<file path="src/rtl/alu_pkg.sv">
// Shared constants for the ALU control decoder and its sequencer.
// Contents: aluctl codes, aluop values, func7 selectors, FSM state encoding,
// the registered control payload struct and the shared base-op lookup.
package alu_pkg;

   localparam int unsigned ALUCTL_W = 4;
   localparam int unsigned ALUOP_W  = 2;
   localparam int unsigned FUNC7_W  = 7;
   localparam int unsigned FUNC3_W  = 3;
   localparam int unsigned STATE_W  = 2;

   // ALU operation codes
   localparam logic [ALUCTL_W-1:0] ALU_AND  = 4'b0000;
   localparam logic [ALUCTL_W-1:0] ALU_OR   = 4'b0001;
   localparam logic [ALUCTL_W-1:0] ALU_ADD  = 4'b0010;
   localparam logic [ALUCTL_W-1:0] ALU_SLL  = 4'b0011;
   localparam logic [ALUCTL_W-1:0] ALU_SRL  = 4'b0100;
   localparam logic [ALUCTL_W-1:0] ALU_SRA  = 4'b0101;
   localparam logic [ALUCTL_W-1:0] ALU_SUB  = 4'b0110;
   localparam logic [ALUCTL_W-1:0] ALU_SLT  = 4'b0111;
   localparam logic [ALUCTL_W-1:0] ALU_BNE  = 4'b1000;
   localparam logic [ALUCTL_W-1:0] ALU_SLTU = 4'b1001;
   localparam logic [ALUCTL_W-1:0] ALU_SGE  = 4'b1010;
   localparam logic [ALUCTL_W-1:0] ALU_SGEU = 4'b1011;
   localparam logic [ALUCTL_W-1:0] ALU_XOR  = 4'b1100;

   // aluop classes
   localparam logic [ALUOP_W-1:0] ALUOP_MEM    = 2'b00;
   localparam logic [ALUOP_W-1:0] ALUOP_BRANCH = 2'b01;
   localparam logic [ALUOP_W-1:0] ALUOP_RTYPE  = 2'b10;
   localparam logic [ALUOP_W-1:0] ALUOP_ADD    = 2'b11;

   // func7 selectors for R-type
   localparam logic [FUNC7_W-1:0] F7_BASE   = 7'b0000000;
   localparam logic [FUNC7_W-1:0] F7_ALT    = 7'b0100000;
   localparam logic [FUNC7_W-1:0] F7_MULDIV = 7'b0000001;

   // FSM state encoding
   localparam logic [STATE_W-1:0] ST_IDLE     = 2'd0;
   localparam logic [STATE_W-1:0] ST_HOLD     = 2'd1;
   localparam logic [STATE_W-1:0] ST_MDU_WAIT = 2'd2;

   // Decoded control payload held in the output register
   typedef struct packed {
      logic [ALUCTL_W-1:0] aluctl;
      logic                is_mdu;
      logic [FUNC3_W-1:0]  mdu_op;
      logic                illegal;
   } ctl_t;

   // func3 -> op for immediate/load-store and base R-type; arith picks SRA over SRL
   function automatic logic [ALUCTL_W-1:0] base_aluctl(input logic [FUNC3_W-1:0] func3,
                                                       input logic              arith);
      logic [ALUCTL_W-1:0] op;
      case (func3)
         3'b000:  op = ALU_ADD;
         3'b001:  op = ALU_SLL;
         3'b010:  op = ALU_SLT;
         3'b011:  op = ALU_SLTU;
         3'b100:  op = ALU_XOR;
         3'b101:  op = arith ? ALU_SRA : ALU_SRL;
         3'b110:  op = ALU_OR;
         default: op = ALU_AND;
      endcase
      return op;
   endfunction

endpackage

</file>
<file path="src/rtl/alu_decode.sv">
// Combinational ALU control decode.
// Ports: aluop/func7/func3 instruction fields in; aluctl, is_mdu, mdu_op,
// illegal out. Unsupported combinations yield aluctl=AND(0000), illegal=1.
module alu_decode
   import alu_pkg::*;
(
   input  logic [ALUOP_W-1:0]  aluop,
   input  logic [FUNC7_W-1:0]  func7,
   input  logic [FUNC3_W-1:0]  func3,
   output logic [ALUCTL_W-1:0] aluctl,
   output logic                is_mdu,
   output logic [FUNC3_W-1:0]  mdu_op,
   output logic                illegal
);

   // Field decode; every output defaulted so nothing can latch
   always_comb begin
      aluctl  = ALU_AND;
      is_mdu  = 1'b0;
      mdu_op  = '0;
      illegal = 1'b0;
      case (aluop)
         ALUOP_MEM: aluctl = base_aluctl(func3, func7[5]);
         ALUOP_BRANCH: begin
            case (func3)
               3'b000:  aluctl = ALU_SUB;
               3'b001:  aluctl = ALU_BNE;
               3'b100:  aluctl = ALU_SLT;
               3'b101:  aluctl = ALU_SGE;
               3'b110:  aluctl = ALU_SLTU;
               3'b111:  aluctl = ALU_SGEU;
               default: illegal = 1'b1;
            endcase
         end
         ALUOP_RTYPE: begin
            if (func7 == F7_BASE) begin
               aluctl = base_aluctl(func3, 1'b0);
            end else if (func7 == F7_ALT) begin
               case (func3)
                  3'b000:  aluctl = ALU_SUB;
                  3'b101:  aluctl = ALU_SRA;
                  default: illegal = 1'b1;
               endcase
            end else if (func7 == F7_MULDIV) begin
               is_mdu = 1'b1;
               mdu_op = func3;
               aluctl = ALU_ADD;
            end else begin
               illegal = 1'b1;
            end
         end
         default: aluctl = ALU_ADD;
      endcase
   end

endmodule

</file>
<file path="src/rtl/alu_ctrl_seq.sv">
// ALU control sequencer: decodes a request, holds the result under a
// valid/ready handshake and stretches multiply/divide ops to their latency.
// Ports: clk, rst (sync, active-high); in_valid/in_ready request handshake
// with aluop/func7/func3; flush kills pending work; out_valid/out_ready
// result handshake with aluctl, is_mdu, mdu_op, illegal; busy flags an
// MDU op in flight.
module alu_ctrl_seq
   import alu_pkg::*;
#(
   parameter int unsigned MUL_LAT = 2,
   parameter int unsigned DIV_LAT = 32,
   parameter int unsigned CNT_W   = 6
)
(
   input  logic                clk,
   input  logic                rst,
   input  logic                in_valid,
   output logic                in_ready,
   input  logic [ALUOP_W-1:0]  aluop,
   input  logic [FUNC7_W-1:0]  func7,
   input  logic [FUNC3_W-1:0]  func3,
   input  logic                flush,
   output logic                out_valid,
   input  logic                out_ready,
   output logic [ALUCTL_W-1:0] aluctl,
   output logic                is_mdu,
   output logic [FUNC3_W-1:0]  mdu_op,
   output logic                illegal,
   output logic                busy
);

   localparam logic [CNT_W-1:0] MUL_LOAD  = CNT_W'(MUL_LAT - 1);
   localparam logic [CNT_W-1:0] DIV_LOAD  = CNT_W'(DIV_LAT - 1);
   localparam logic             MUL_MULTI = (MUL_LAT > 1);
   localparam logic             DIV_MULTI = (DIV_LAT > 1);

   logic [STATE_W-1:0] state, state_n;
   logic [CNT_W-1:0]   cnt, cnt_n;
   logic               out_valid_n, busy_n, load, accept;
   ctl_t               dec, ctl_q;

   alu_decode u_decode (
      .aluop   (aluop),
      .func7   (func7),
      .func3   (func3),
      .aluctl  (dec.aluctl),
      .is_mdu  (dec.is_mdu),
      .mdu_op  (dec.mdu_op),
      .illegal (dec.illegal)
   );

   // Ready follows the state; in HOLD a new op may only replace a consumed one
   assign in_ready = (state == ST_IDLE) || ((state == ST_HOLD) && out_ready);
   assign accept   = in_valid && in_ready && !flush;

   // Next-state and next-output logic
   always_comb begin
      state_n     = state;
      cnt_n       = cnt;
      out_valid_n = out_valid;
      busy_n      = busy;
      load        = 1'b0;
      case (state)
         ST_IDLE, ST_HOLD: begin
            if (accept) begin
               load = 1'b1;
               // A 1-cycle MDU op times exactly like a plain decode
               if (dec.is_mdu && (dec.mdu_op[2] ? DIV_MULTI : MUL_MULTI)) begin
                  state_n     = ST_MDU_WAIT;
                  cnt_n       = dec.mdu_op[2] ? DIV_LOAD : MUL_LOAD;
                  busy_n      = 1'b1;
                  out_valid_n = 1'b0;
               end else begin
                  state_n     = ST_HOLD;
                  out_valid_n = 1'b1;
                  busy_n      = 1'b0;
               end
            end else if ((state == ST_HOLD) && out_ready) begin
               state_n     = ST_IDLE;
               out_valid_n = 1'b0;
            end
         end
         ST_MDU_WAIT: begin
            // Counter reaches 0 on the same edge that raises out_valid
            if (cnt <= CNT_W'(1)) begin
               state_n     = ST_HOLD;
               cnt_n       = '0;
               busy_n      = 1'b0;
               out_valid_n = 1'b1;
            end else begin
               cnt_n = cnt - CNT_W'(1);
            end
         end
         default: begin
            state_n     = ST_IDLE;
            cnt_n       = '0;
            busy_n      = 1'b0;
            out_valid_n = 1'b0;
         end
      endcase
      // Flush beats both a same-cycle accept and counter expiry
      if (flush) begin
         state_n     = ST_IDLE;
         cnt_n       = '0;
         busy_n      = 1'b0;
         out_valid_n = 1'b0;
         load        = 1'b0;
      end
   end

   // State, counter and output registers
   always_ff @(posedge clk) begin
      if (rst) begin
         state     <= ST_IDLE;
         cnt       <= '0;
         out_valid <= 1'b0;
         busy      <= 1'b0;
         ctl_q     <= '0;
      end else begin
         state     <= state_n;
         cnt       <= cnt_n;
         out_valid <= out_valid_n;
         busy      <= busy_n;
         if (load) begin
            ctl_q <= dec;
         end
      end
   end

   assign aluctl  = ctl_q.aluctl;
   assign is_mdu  = ctl_q.is_mdu;
   assign mdu_op  = ctl_q.mdu_op;
   assign illegal = ctl_q.illegal;

endmodule

</file>
<file path="config.mk">
export PLATFORM = sky130hd
export DESIGN_NAME = alu_ctrl_seq
export DESIGN_NICKNAME = d
export VERILOG_FILES = /design/src/rtl/alu_pkg.sv /design/src/rtl/alu_decode.sv /design/src/rtl/alu_ctrl_seq.sv
export SDC_FILE = /design/constraint.sdc
export NUM_CORES = 1
export LEC_CHECK = 0
export ABC_AREA = 1
export CORE_MARGIN = 2
export CORE_UTILIZATION = 46
export DETAILED_ROUTE_END_ITERATION = 10
export MAX_ROUTING_LAYER = met4
export PLACE_DENSITY_LB_ADDON = 0.3
export SYNTH_ARGS = -nofsm -noshare
export SYNTH_HDL_FRONTEND = slang
export SYNTH_HIERARCHICAL = 1
export SYNTH_SLANG_ARGS = --single-unit
export TNS_END_PERCENT = 10
</file>
<file path="constraint.sdc">
create_clock -name clk -period 2.3 [get_ports clk]
set_input_delay 0.46 -clock clk [delete_from_list [all_inputs] [get_ports clk]]
set_output_delay 0.46 -clock clk [all_outputs]
set_load 0.005 [all_outputs]
</file>
==> flow_summary.json <==
{
  "status": "completed",
  "pwr-share-comb": 0.209,
  "cts_hold_buf": 0,
  "r2r_slack_ns": 0.81,
  "nFillCells": 267,
  "syn_area_um2": 1310,
  "worst_hold_path_type": "reg -> reg",
  "grt_max_degree": 14,
  "io_buffers": 28,
  "reg2reg_depth": 9,
  "wirelength_um": 2820,
  "min-delay-start": "busy",
  "switchingPower_w": 0.000177,
  "max-cap-violations": 0,
  "slew-limit-headroom": 0.819,
  "grt_most_used_layer": "met2",
  "via_per_inst": 4.98,
  "first_global_vias": 1225,
  "routedWlPerCell_um": 10.2,
  "clock_latency_ns": 0.30,
  "critical_path_required_ns": 1.84,
  "pwr-share-clk": 0.301,
  "slew_violations": 0,
  "min_to": "busy",
  "antenna_cells": 0,
  "r2r_end": "cnt[1]",
  "synthDistinctLibCells": 29,
  "grtUsageTotal": 0.197,
  "crit_fanout": 2,
  "dr.pass1.iters": 4,
  "seq_area_um2": 360,
  "critPathCaptureType": "primary output",
  "area_growth_pct": 28.1,
  "cts.sinks": 18,
  "ys_seq_elements": 18,
  "synthAdderAreaFrac": 0.0571,
  "start_kind": "input port",
  "use_met2": 0.282,
  "finalNetCount": 269,
  "dpl-instance-area_um2": 1650,
  "tightest_slew_ns": 0.271,
  "place_hpwl_um": 2200,
  "finalHoldViolCount": 0,
  "cts_buffers": 3,
  "vias": 1375,
  "p_int_w": 0.000487,
  "ctsHtreeMaxLevel": 1,
  "final_core_util": 0.616,
  "seq_power_share": 0.489,
  "grt-ovfl-total": 0,
  "layout-drive-gt1-share": 0.127,
  "skew_ns": 0.00343,
  "finalSetupTns_ns": 0,
  "dieWidth_um": 57.4,
  "coreArea_um2": 2730,
  "p_sw_frac": 0.266,
  "finalPower_w": 0.000664,
  "drc": 0,
  "initial_core_util": 0.481,
  "finalSetupViolations": 0,
  "row_count": 19,
  "antenna_left": 0,
  "grt_antenna_before_repair": 0,
  "synth-compound-area-share": 0.134,
  "synth_mux_area_frac": 0,
  "yosys.area_share.xor_xnor": 0.00667,
  "gp_congestion": 0.899,
  "cts.repair.resized": 0,
  "grt_first_pass_wirelength_um": 5110,
  "power_density_nw_per_um2": 394,
  "final_design_area_no_fill_um2": 1680,
  "cts_tree": "done",
  "fin_crit_sh": 0.928,
  "grt_util_met3": 0.0340,
  "synth_simple_gate_area_frac": 0.416,
  "die-area_um2": 3300,
  "cts_setup_buffers": 0,
  "avgSynthCellArea_um2": 6.23,
  "yosysWarnings": 6,
  "p_leak_nw": 0.780,
  "holdPathStages": 2,
  "critPathKind": "in -> out",
  "syn_inst": 211,
  "cp_data_arrival_time_ns": 1.67,
  "cts.clk_slew.worst_paths_ns": 0.10,
  "synth_top_family_by_area": "simple AND/OR/NAND/NOR gates",
  "fp.dieH_um": 57.4,
  "clockBufferDepth": 2,
  "layout_min_cycle_time_ns": 2.13,
  "drt_iter0_markers": 62,
  "fmax_mhz": 469,
  "multi_input_area_um2": 807,
  "peakVddDrop_v": 0.000306,
  "synth_nets": 234,
  "io_pins": 29,
  "globalRouteMet1Util": 0.280,
  "rsz0062_at_grt": "false",
  "cts-root-buf": "clkbuf_4",
  "yosysSeqAreaShare": 0.274,
  "r2r-start": "cnt[0]"
}
## state kept, by name (all words and copies together), names as in the netlist
register and flops:
cnt 6, aluctl 4, mdu_op 3, state 2, busy 1, illegal 1, is_mdu 1
## routing by layer
layer / routed length [um] / vias up / part of all wire
met5: 0 / - / 0
met4: 24 / 0 / 0.0085
li1: - / 740 / -
met1: 1480 / 587 / 0.53
met3: 143 / 3 / 0.051
met2: 1170 / 45 / 0.41
## Yosys cell counts, drive strengths merged
cell	count	area [um^2]
nand4	4	25.0
nand3b	2	15.0
clkinv	1	5.00
nor2	40	165
a21oi	14	73.8
o21bai	1	7.51
dfxtp	18	360
ha	6	75.1
xnor2	1	8.76
nor3	1	5.00
o21ai	16	87.6
nand2	57	239
a21boi	1	7.51
nand3	16	97.6
buf	3	23.8
inv	30	118
## final cells by class
| class | count | area share |
|---|---|---|
| repair buffers | 33 | 0.189 |
| multi-input cells | 159 | 0.480 |
| flip-flops and latches | 18 | 0.214 |
| clock buffers | 4 | 0.0216 |
| inverters | 31 | 0.0729 |
| well taps | 31 | 0.0230 |
## how the worst max path moves through the flow
stage,endpoint,slack (ns),from
floorplan,cnt[2],0.58,aluop[0]
global placement,in_ready,0.16,out_ready
detailed placement,in_ready,0.16,out_ready
CTS,in_ready,0.16,out_ready
global route,in_ready,0.09,out_ready
finish,in_ready,0.17,out_ready
## cells in the final DEF, fill, tap and decap left out, drive strengths merged
| cell | netlist | layout |
|---|---|---|
| nand2 | 57 | 57 |
| clkdlybuf4s50 | 0 | 28 |
| clkbuf | 0 | 4 |
| a21boi | 1 | 1 |
| nor2 | 40 | 40 |
| nand3b | 2 | 2 |
| o21bai | 1 | 1 |
| dfxtp | 18 | 18 |
| nor3 | 1 | 1 |
| inv | 30 | 30 |
| clkinv | 1 | 1 |
| buf | 3 | 5 |
| a21oi | 14 | 14 |
| ha | 6 | 6 |
| xnor2 | 1 | 1 |
| nand3 | 16 | 16 |
| o21ai | 16 | 16 |
| nand4 | 4 | 4 |
## stage by stage
stage	hold slack (ns)	std cells	worst slack, ns
finish	0.469	276	0.166
CTS	0.478	276	0.161
detailed placement	0.458	272	0.162
floorplan	0.454	211	0.575
global route	0.499	276	0.0917
global placement	0.460	272	0.162
## worst max-delay path, cell delays in order
cell and delay [ns]:
clkdlybuf4s50_1 0.47, inv_1 0.05, nand2_1 0.08, nand2_1 0.07, inv_1 0.05, clkdlybuf4s50_1 0.50
## power by group through the flow
stage	clock network, W	logic (W)	registers, W
2_1_floorplan	0	0.0000747	0.000333
3_3_place_gp	0	0.000137	0.000332
3_5_place_dp	0	0.000138	0.000332
4_1_cts	0.000204	0.000139	0.000325
5_1_grt	0.000217	0.000157	0.000326
6_report	0.000200	0.000139	0.000325
## logic make-up after synthesis
logic type,Yosys count
AO/OA/AOI/OAI,32
flip-flops,18
adder cells (fa/ha/maj),6
buffers and inverters,34
AND/OR/NAND/NOR,120
XOR/XNOR,1
Note: power is estimated with default switching activity, not from simulation.
